==> config.mk <==
export PLATFORM = sky130hd
export DESIGN_NAME = ud_sweep_ctrl
export DESIGN_NICKNAME = d
export VERILOG_FILES = /design/src/rtl/ud_sweep_pkg.sv /design/src/rtl/ud_sweep_ctrl.sv
export SDC_FILE = /design/constraint.sdc
export NUM_CORES = 1
export LEC_CHECK = 0
export BUFFER_PORTS_ARGS = -buffer_cell sky130_fd_sc_hd__buf_2
export CAP_MARGIN = 20
export CORE_ASPECT_RATIO = 1.5
export CORE_MARGIN = 2
export CORE_UTILIZATION = 35
export DETAILED_ROUTE_END_ITERATION = 8
export GPL_ROUTABILITY_DRIVEN = 0
export HOLD_SLACK_MARGIN = 0.06
export SLEW_MARGIN = 20
export SYNTH_ARGS = -nofsm -noshare
export SYNTH_HDL_FRONTEND = slang
export SYNTH_SLANG_ARGS = --single-unit
==> constraint.sdc <==
create_clock -name clk -period 4.25 [get_ports clk]
set_input_delay 0.425 -clock clk [delete_from_list [all_inputs] [get_ports clk]]
set_output_delay 0.425 -clock clk [all_outputs]
set_load 0.05 [all_outputs]
==> src/rtl/ud_sweep_pkg.sv <==
// Shared constants for the up/down counter sweep controller.
// State codes stay plain 3-bit constants so legacy logic can compare against them directly.
package ud_sweep_pkg;

    localparam int WIDTH_DEF = 8;
    localparam int CYC_W     = 8;

    typedef logic [2:0] state_t;

    localparam logic [2:0] S_IDLE = 3'd0;
    localparam logic [2:0] S_LOAD = 3'd1;
    localparam logic [2:0] S_UP   = 3'd2;
    localparam logic [2:0] S_DOWN = 3'd3;
    localparam logic [2:0] S_DONE = 3'd4;

endpackage

==> src/rtl/ud_sweep_ctrl.sv <==
// Drives an up/down loadable counter so its count sweeps as a triangle wave
// between a captured floor and ceiling for a programmed number of sweeps.
module ud_sweep_ctrl
    import ud_sweep_pkg::*;
#(
    parameter int WIDTH = WIDTH_DEF
) (
    input  logic             clk,
    input  logic             rst,
    input  logic             start,
    input  logic             stop,
    input  logic [WIDTH-1:0] lo,
    input  logic [WIDTH-1:0] hi,
    input  logic [CYC_W-1:0] cycles,
    input  logic [WIDTH-1:0] count_in,
    output logic             load,
    output logic             u_d,
    output logic [WIDTH-1:0] data,
    output logic             busy,
    output logic             done,
    output logic             err,
    output logic [CYC_W-1:0] sweeps_done
);

    localparam logic [WIDTH-1:0] ONE = WIDTH'(1);

    state_t           state;
    state_t           state_nx;
    logic [WIDTH-1:0] lo_r;
    logic [WIDTH-1:0] hi_r;
    logic [CYC_W-1:0] cyc_r;
    logic [CYC_W-1:0] sweeps_inc;
    logic             accept;
    logic             reject;
    logic             at_top;
    logic             at_bot;
    logic             last;
    logic             turn_up;

    // Turn one count early: the counter moves on the same edge the state changes.
    assign accept     = (state == S_IDLE) && start && !stop && (lo < hi);
    assign reject     = (state == S_IDLE) && start && !stop && !(lo < hi);
    assign at_top     = (count_in == (hi_r - ONE));
    assign at_bot     = (count_in == (lo_r + ONE));
    assign sweeps_inc = sweeps_done + CYC_W'(1);
    assign last       = (cyc_r != '0) && (sweeps_inc == cyc_r);
    assign turn_up    = (state == S_DOWN) && !stop && at_bot;

    always_comb begin
        state_nx = state;
        case (state)
            S_IDLE: if (accept) state_nx = S_LOAD;
            S_LOAD: state_nx = stop ? S_IDLE : S_UP;
            S_UP: begin
                if (stop)        state_nx = S_IDLE;
                else if (at_top) state_nx = S_DOWN;
            end
            S_DOWN: begin
                if (stop)        state_nx = S_IDLE;
                else if (at_bot) state_nx = last ? S_DONE : S_UP;
            end
            S_DONE:  state_nx = S_IDLE;
            default: state_nx = S_IDLE;
        endcase
    end

    always_ff @(posedge clk or negedge rst) begin
        if (!rst) begin
            state       <= S_IDLE;
            lo_r        <= '0;
            hi_r        <= '0;
            cyc_r       <= '0;
            sweeps_done <= '0;
            err         <= 1'b0;
        end else begin
            state <= state_nx;
            err   <= reject;
            if (accept) begin
                lo_r        <= lo;
                hi_r        <= hi;
                cyc_r       <= cycles;
                sweeps_done <= '0;
            end else if (turn_up) begin
                sweeps_done <= sweeps_inc;
            end
        end
    end

    // Idle and done reload the counter with its own value, since it has no enable.
    always_comb begin
        load = 1'b1;
        u_d  = 1'b0;
        data = count_in;
        busy = 1'b0;
        done = 1'b0;
        case (state)
            S_LOAD: begin
                data = lo_r;
                busy = 1'b1;
            end
            S_UP: begin
                load = 1'b0;
                u_d  = 1'b1;
                busy = 1'b1;
            end
            S_DOWN: begin
                load = 1'b0;
                busy = 1'b1;
            end
            S_DONE:  done = 1'b1;
            default: ;
        endcase
    end

endmodule
# After elaboration in Yosys (flattened, before gate mapping)
# Index checks and enable logic that the tools add are counted.
dict set report word_totals {
  ff_bits 36
  latchBits 0
  ram_bits 0
  mem_bits_ro 0
  inputBits 36
  word_cells 50
  n_memories 0
}
dict set report op_classes {
  addsub 3
  n_mul 0
  div_mod_pow 0
  n_lt_le_gt_ge 1
  n_eq_ne 10
  n_shift 0
  mux 15
  n_bitwise 0
  n_reduce_logical 15
}
# op count
set op_table {}
lappend op_table {{$eq A8 B8 Y1} 3}
lappend op_table {{$mux W8} 3}
lappend op_table {{$mux W3} 6}
lappend op_table {{$add A8 B1 Y8 const B} 2}
lappend op_table {{$pmux W3 S4} 1}
lappend op_table {{$lt A8 B8 Y1} 1}
lappend op_table {{$reduce_bool A8 Y1} 1}
lappend op_table {{$sub A8 B1 Y8 const B} 1}
lappend op_table {{$logic_and A1 B1 Y1} 7}
lappend op_table {{$eq A3 B2 Y1 const B} 2}
lappend op_table {{$ne A3 B3 Y1 const B} 2}
lappend op_table {{$mux W1} 4}
lappend op_table {{$eq A3 B1 Y1 const B} 1}
lappend op_table {{$eq A3 B3 Y1 const B} 1}
lappend op_table {{$logic_not A3 Y1} 1}
lappend op_table {{$reduce_and A3 Y1} 1}
lappend op_table {{$reduce_or A3 Y1} 1}
lappend op_table {{$logic_not A1 Y1} 2}
lappend op_table {{$mux W2} 1}
lappend op_table {{$ne A2 B2 Y1 const B} 1}
lappend op_table {{$reduce_bool A2 Y1} 1}
lappend op_table {{$reduce_or A2 Y1} 1}

# Longest topological paths before layout
dict set report logic_depth {
  depth_word 7
  depth_mapped 9
  depth_no_buf 8
}

# Least setup slack after synthesis
# Ideal clock, no wire load.
dict set report synth_timing {
  path_kind {register -> register}
  startpoint {register state[2]}
  endpoint {register sweeps_done[2]}
  setup_time_ps 77
  arrival_ps 2227
  t_required_ps 4173
  path_slack_ps 1945
  path_stages_with_launch 7
  period_less_slack_ps 2305
  path_cell_list {dfrtp_1 nand2b_1 or3b_2 nand4b_2 buf_6 or3_1 a21oi_1}
}
dict set report synth_between {
  elab_chain_len 5
  word_cells_on_any_way 9
}
# element line_no
set synth_lines {}
lappend synth_lines {{start, declared} ud_sweep_ctrl.sv:27} ;# state_t state;
lappend synth_lines {{start signal, assigned} ud_sweep_ctrl.sv:76} ;# state <= state_nx;
lappend synth_lines {{$logic_not A3 Y1} ud_sweep_ctrl.sv:41} ;# assign accept = (state == S_IDLE) && start && !stop && (lo < hi);
lappend synth_lines {{$logic_and A1 B1 Y1 (3 in a row)} ud_sweep_ctrl.sv:41}
lappend synth_lines {{$mux W8 or $reduce_bool A2 Y1 (tied branches)} --}
lappend synth_lines {{end signal, assigned} ud_sweep_ctrl.sv:84} ;# sweeps_done <= sweeps_inc;
lappend synth_lines {{end, declared} ud_sweep_ctrl.sv:22} ;# output logic [CYC_W-1:0] sweeps_done
# Parallel ways exist; a longest one is shown, timed or not.
# A chain may end at the register's enable or synchronous reset.

# Final worst setup path
dict set report layout_timing {
  startpoint {register lo_r[0]}
  endpoint {register sweeps_done[3]}
}
dict set report layout_between {
  elab_chain_len 4
}
# element line_no
set layout_lines {}
lappend layout_lines {{start, declared} ud_sweep_ctrl.sv:29} ;# logic [WIDTH-1:0] lo_r;
lappend layout_lines {{start signal, assigned} ud_sweep_ctrl.sv:79} ;# lo_r <= lo;
lappend layout_lines {{$add A8 B1 Y8} ud_sweep_ctrl.sv:44} ;# assign at_bot = (count_in == (lo_r + ONE));
lappend layout_lines {{$eq A8 B8 Y1} ud_sweep_ctrl.sv:44}
lappend layout_lines {{$logic_and A1 B1 Y1} ud_sweep_ctrl.sv:47} ;# assign turn_up = (state == S_DOWN) && !stop && at_bot;
lappend layout_lines {{$reduce_bool A2 Y1 (no line)} --}
# Every way passes these cells.

==> impl_metrics.tcl <==
set metrics [dict create \
    yosysUniqueCellTypes 50 \
    vdd_ir_drop_max_mv 0.2302 \
    synthesis.area_per_instance_um2 9.678 \
    critPathMaxStageDelay_ns 0.47 \
    critPathLaunchType "register" \
    fillers 681 \
    crit_type "register to register" \
    syn_nets 306 \
    dieHeight_um 107.8 \
    finalCritPeriodShare_pct 55.19 \
    p_leak_nw 1.351 \
    portBuffers 56 \
    die-area_um2 7897 \
    cts_setup_buffers 0 \
    layout.area.seq_um2 900.9 \
    slew_headroom_pct 44.32 \
    async_flop_share_pct 100.0 \
    critical_path.slowest_cell "or3_1" \
    clock-root-buffer "clkbuf_8" \
    htree_levels 2 \
    fin_crit_ns 2.346 \
    critPathMaxFanout 14 \
    cp_num_buf_inv 0 \
    fin_setup_tns_ns 0 \
    track_usage_pct 16.77 \
    drc_errors 0 \
    placed_area_um2 2867 \
    synth_common_cells "dfrtp_1 (36), mux2_1 (23), xnor2_1 (19)" \
    synth_top_area_share_pct 35.80 \
    outcome "complete, no violations" \
    drt_pass1_iterations 4 \
    finClkSkew_ns 0.004502 \
    hp-class "input pin to asynchronous set/reset pin" \
    powerDensity_nw_per_um2 414.5 \
    ios 57 \
    finalNetCount 362 \
    synth_edf_count 0 \
    grtUsageMet2_pct 30.18 \
    drt-initial-drc-count 98 \
    antenna_found_initial 0 \
    crit_chain "ha_1 > nor4bb_1 > a2111oi_0 > a211oi_2 > nand4b_2 > or3_1 > a21oi_1" \
    synthFlopType "dfrtp_1" \
    ys_ff_latch 36 \
    synth.largest_area_cell "dfrtp_1" \
    die-width_um 73.23 \
    via_count 2145 \
    clk_pin_slew_worst_paths_ns 0.08 \
    drive_gt1_share_pct 25.55 \
    gr-total-overflow 0 \
    clk_path_buf_depth 2 \
    core_region_area_um2 6898 \
    yosys_warnings 0 \
    critical_path.top_delay_family "simple AND/OR/NAND/NOR gates" \
    rsz0062_at_grt "no" \
    arrival_ns 2.56 \
    yosysMostFrequentCell "dfrtp_1" \
    drt_wl_total_mm 6.162 \
    clock_latency_ns 0.29 \
    cts_resized 0 \
    critical_path.endpoint_type "register" \
    cts_tree "done" \
    wl_per_cell_um 15.60 \
    ctsHoldBuffers 0 \
    hold_viol 0 \
    grt_pass1_vias 2168 \
    synth_cells 260 \
    grt.met1_usage_pct 18.99 \
    ant_nets 0 \
    grt-busiest-layer "met2" \
    clock_sinks 36 \
    grt_pass1_wl_mm 10.19 \
    cts_buffers 5 \
    dpl.hpwl_mm 4.840 \
    multi_input_area_um2 1524 \
    avgViaCountPerCell 5.430 \
    area_growth_syn_to_layout_pct 17.60 \
    synth.area.top_cells "dfrtp_1 (36%), mux2_1 (10%), xnor2_1 (6.6%)" \
    seq_area_frac_synth_pct 35.80 \
    finalInstanceArea_um2 2959 \
    diodes 0 \
    start_util_pct 36.48 \
    grt_max_degree 37 \
    grtUsageMet3_pct 2.622 \
    tightestPinTransition_ns 0.8352 \
    syn-cell-area_um2 2516 \
    cp.required_ns 4.47 \
    rows 37 \
    final_max_slew_viol_count 0 \
    cap_violations 0 \
    finalSetupViolations 0 \
    fmax_mhz 426.3 \
]
layout make-up:
class / instances / share of cell area (%)
multi-input cells: 202 / 51.50
clock inverters: 2 / 0.3383
inverters: 13 / 1.649
repair buffers: 58 / 9.979
clock buffers: 6 / 2.791
well taps: 78 / 3.298
flip-flops and latches: 36 / 30.44
layer usage:
metal,vias to the layer above,routed length [um]
li1,1044,-
met1,1024,2427
met2,65,3293
met3,12,274
met4,0,167
met5,-,0
stage by stage:
step	hold slack, ns	instances	utilization [%]	worst slack [ns]	total power (W)
after detailed placement	0.5069	387	41.56	1.723	0.0009838
after floorplan	0.1294	260	-	1.945	0.0008570
final	0.2299	395	42.90	1.904	0.001227
after global placement	0.4992	387	41.56	1.803	0.0009722
after global routing	0.3086	395	42.90	1.677	0.001323
after CTS	0.2682	395	42.90	1.888	0.001243
worst reg2reg max path: stages (launching register included):
cell and delay (ns):
dfrtp_1 0.44, ha_1 0.24, nor4bb_1 0.21, a2111oi_0 0.14, a211oi_2 0.27, nand4b_2 0.37
or3_1 0.47, a21oi_1 0.15
flip-flops by register name, summed over array words and instances, names as in the netlist:
register and cells:
hi_r 8, lo_r 8, state 3, cyc_r 8, sweeps_done 8, err 1
path summary, 6_finish.rpt:
| kind | cells after the start | startpoint | end | slack (ns) |
|---|---|---|---|---|
| worst max-delay path | 7 | lo_r[0]$_DFFE_PN0P_ | sweeps_done[3]$_DFFE_PN0P_ | 1.90 |
| worst min-delay path | 1 | rst | sweeps_done[7]$_DFFE_PN0P_ | 0.23 |
| worst max register to register | 7 | lo_r[0]$_DFFE_PN0P_ | sweeps_done[3]$_DFFE_PN0P_ | 1.90 |
| worst min register to register | 1 | cyc_r[1]$_DFFE_PN0P_ | cyc_r[1]$_DFFE_PN0P_ | 0.52 |
| max in group asynchronous | 1 | rst | hi_r[7]$_DFFE_PN0P_ | 3.48 |
| min in group clk | 2 | cycles[2] | cyc_r[2]$_DFFE_PN0P_ | 0.35 |
cell usage in the layout (no fill, tap or decap), drive strengths merged, types with 8 or more instances in the layout:
master  netlist  layout
a21oi        13      13
buf           4      58
dfrtp        36      36
or3           8       8
nand2        13      13
xnor2        19      19
nor2         15      15
o21ai        11      11
xor2         12      12
ha           10      10
nand3         9       9
inv          13      13
mux2         31      31
power breakdown:
part | leakage (nW) | internal, W | switching (W)
clock network | 0.0510 | 0.000129 | 0.000127
logic | 0.850 | 0.000207 | 0.000232
registers | 0.450 | 0.000419 | 0.000112
total | 1.35 | 0.000756 | 0.000471
cell families (layout without fill, tap and decap cells):
| family | after synthesis | after routing | share of synthesized area [%] |
|---|---|---|---|
| buf+inv | 22 | 79 | 3.729 |
| xor+xnor | 31 | 31 | 10.79 |
| flops | 36 | 36 | 35.80 |
| simple gates | 83 | 83 | 18.75 |
| fa+ha+maj | 10 | 10 | 4.973 |
| compound gates | 44 | 44 | 10.89 |
| mux | 34 | 34 | 15.07 |
Power figures use the tool's default switching activity.
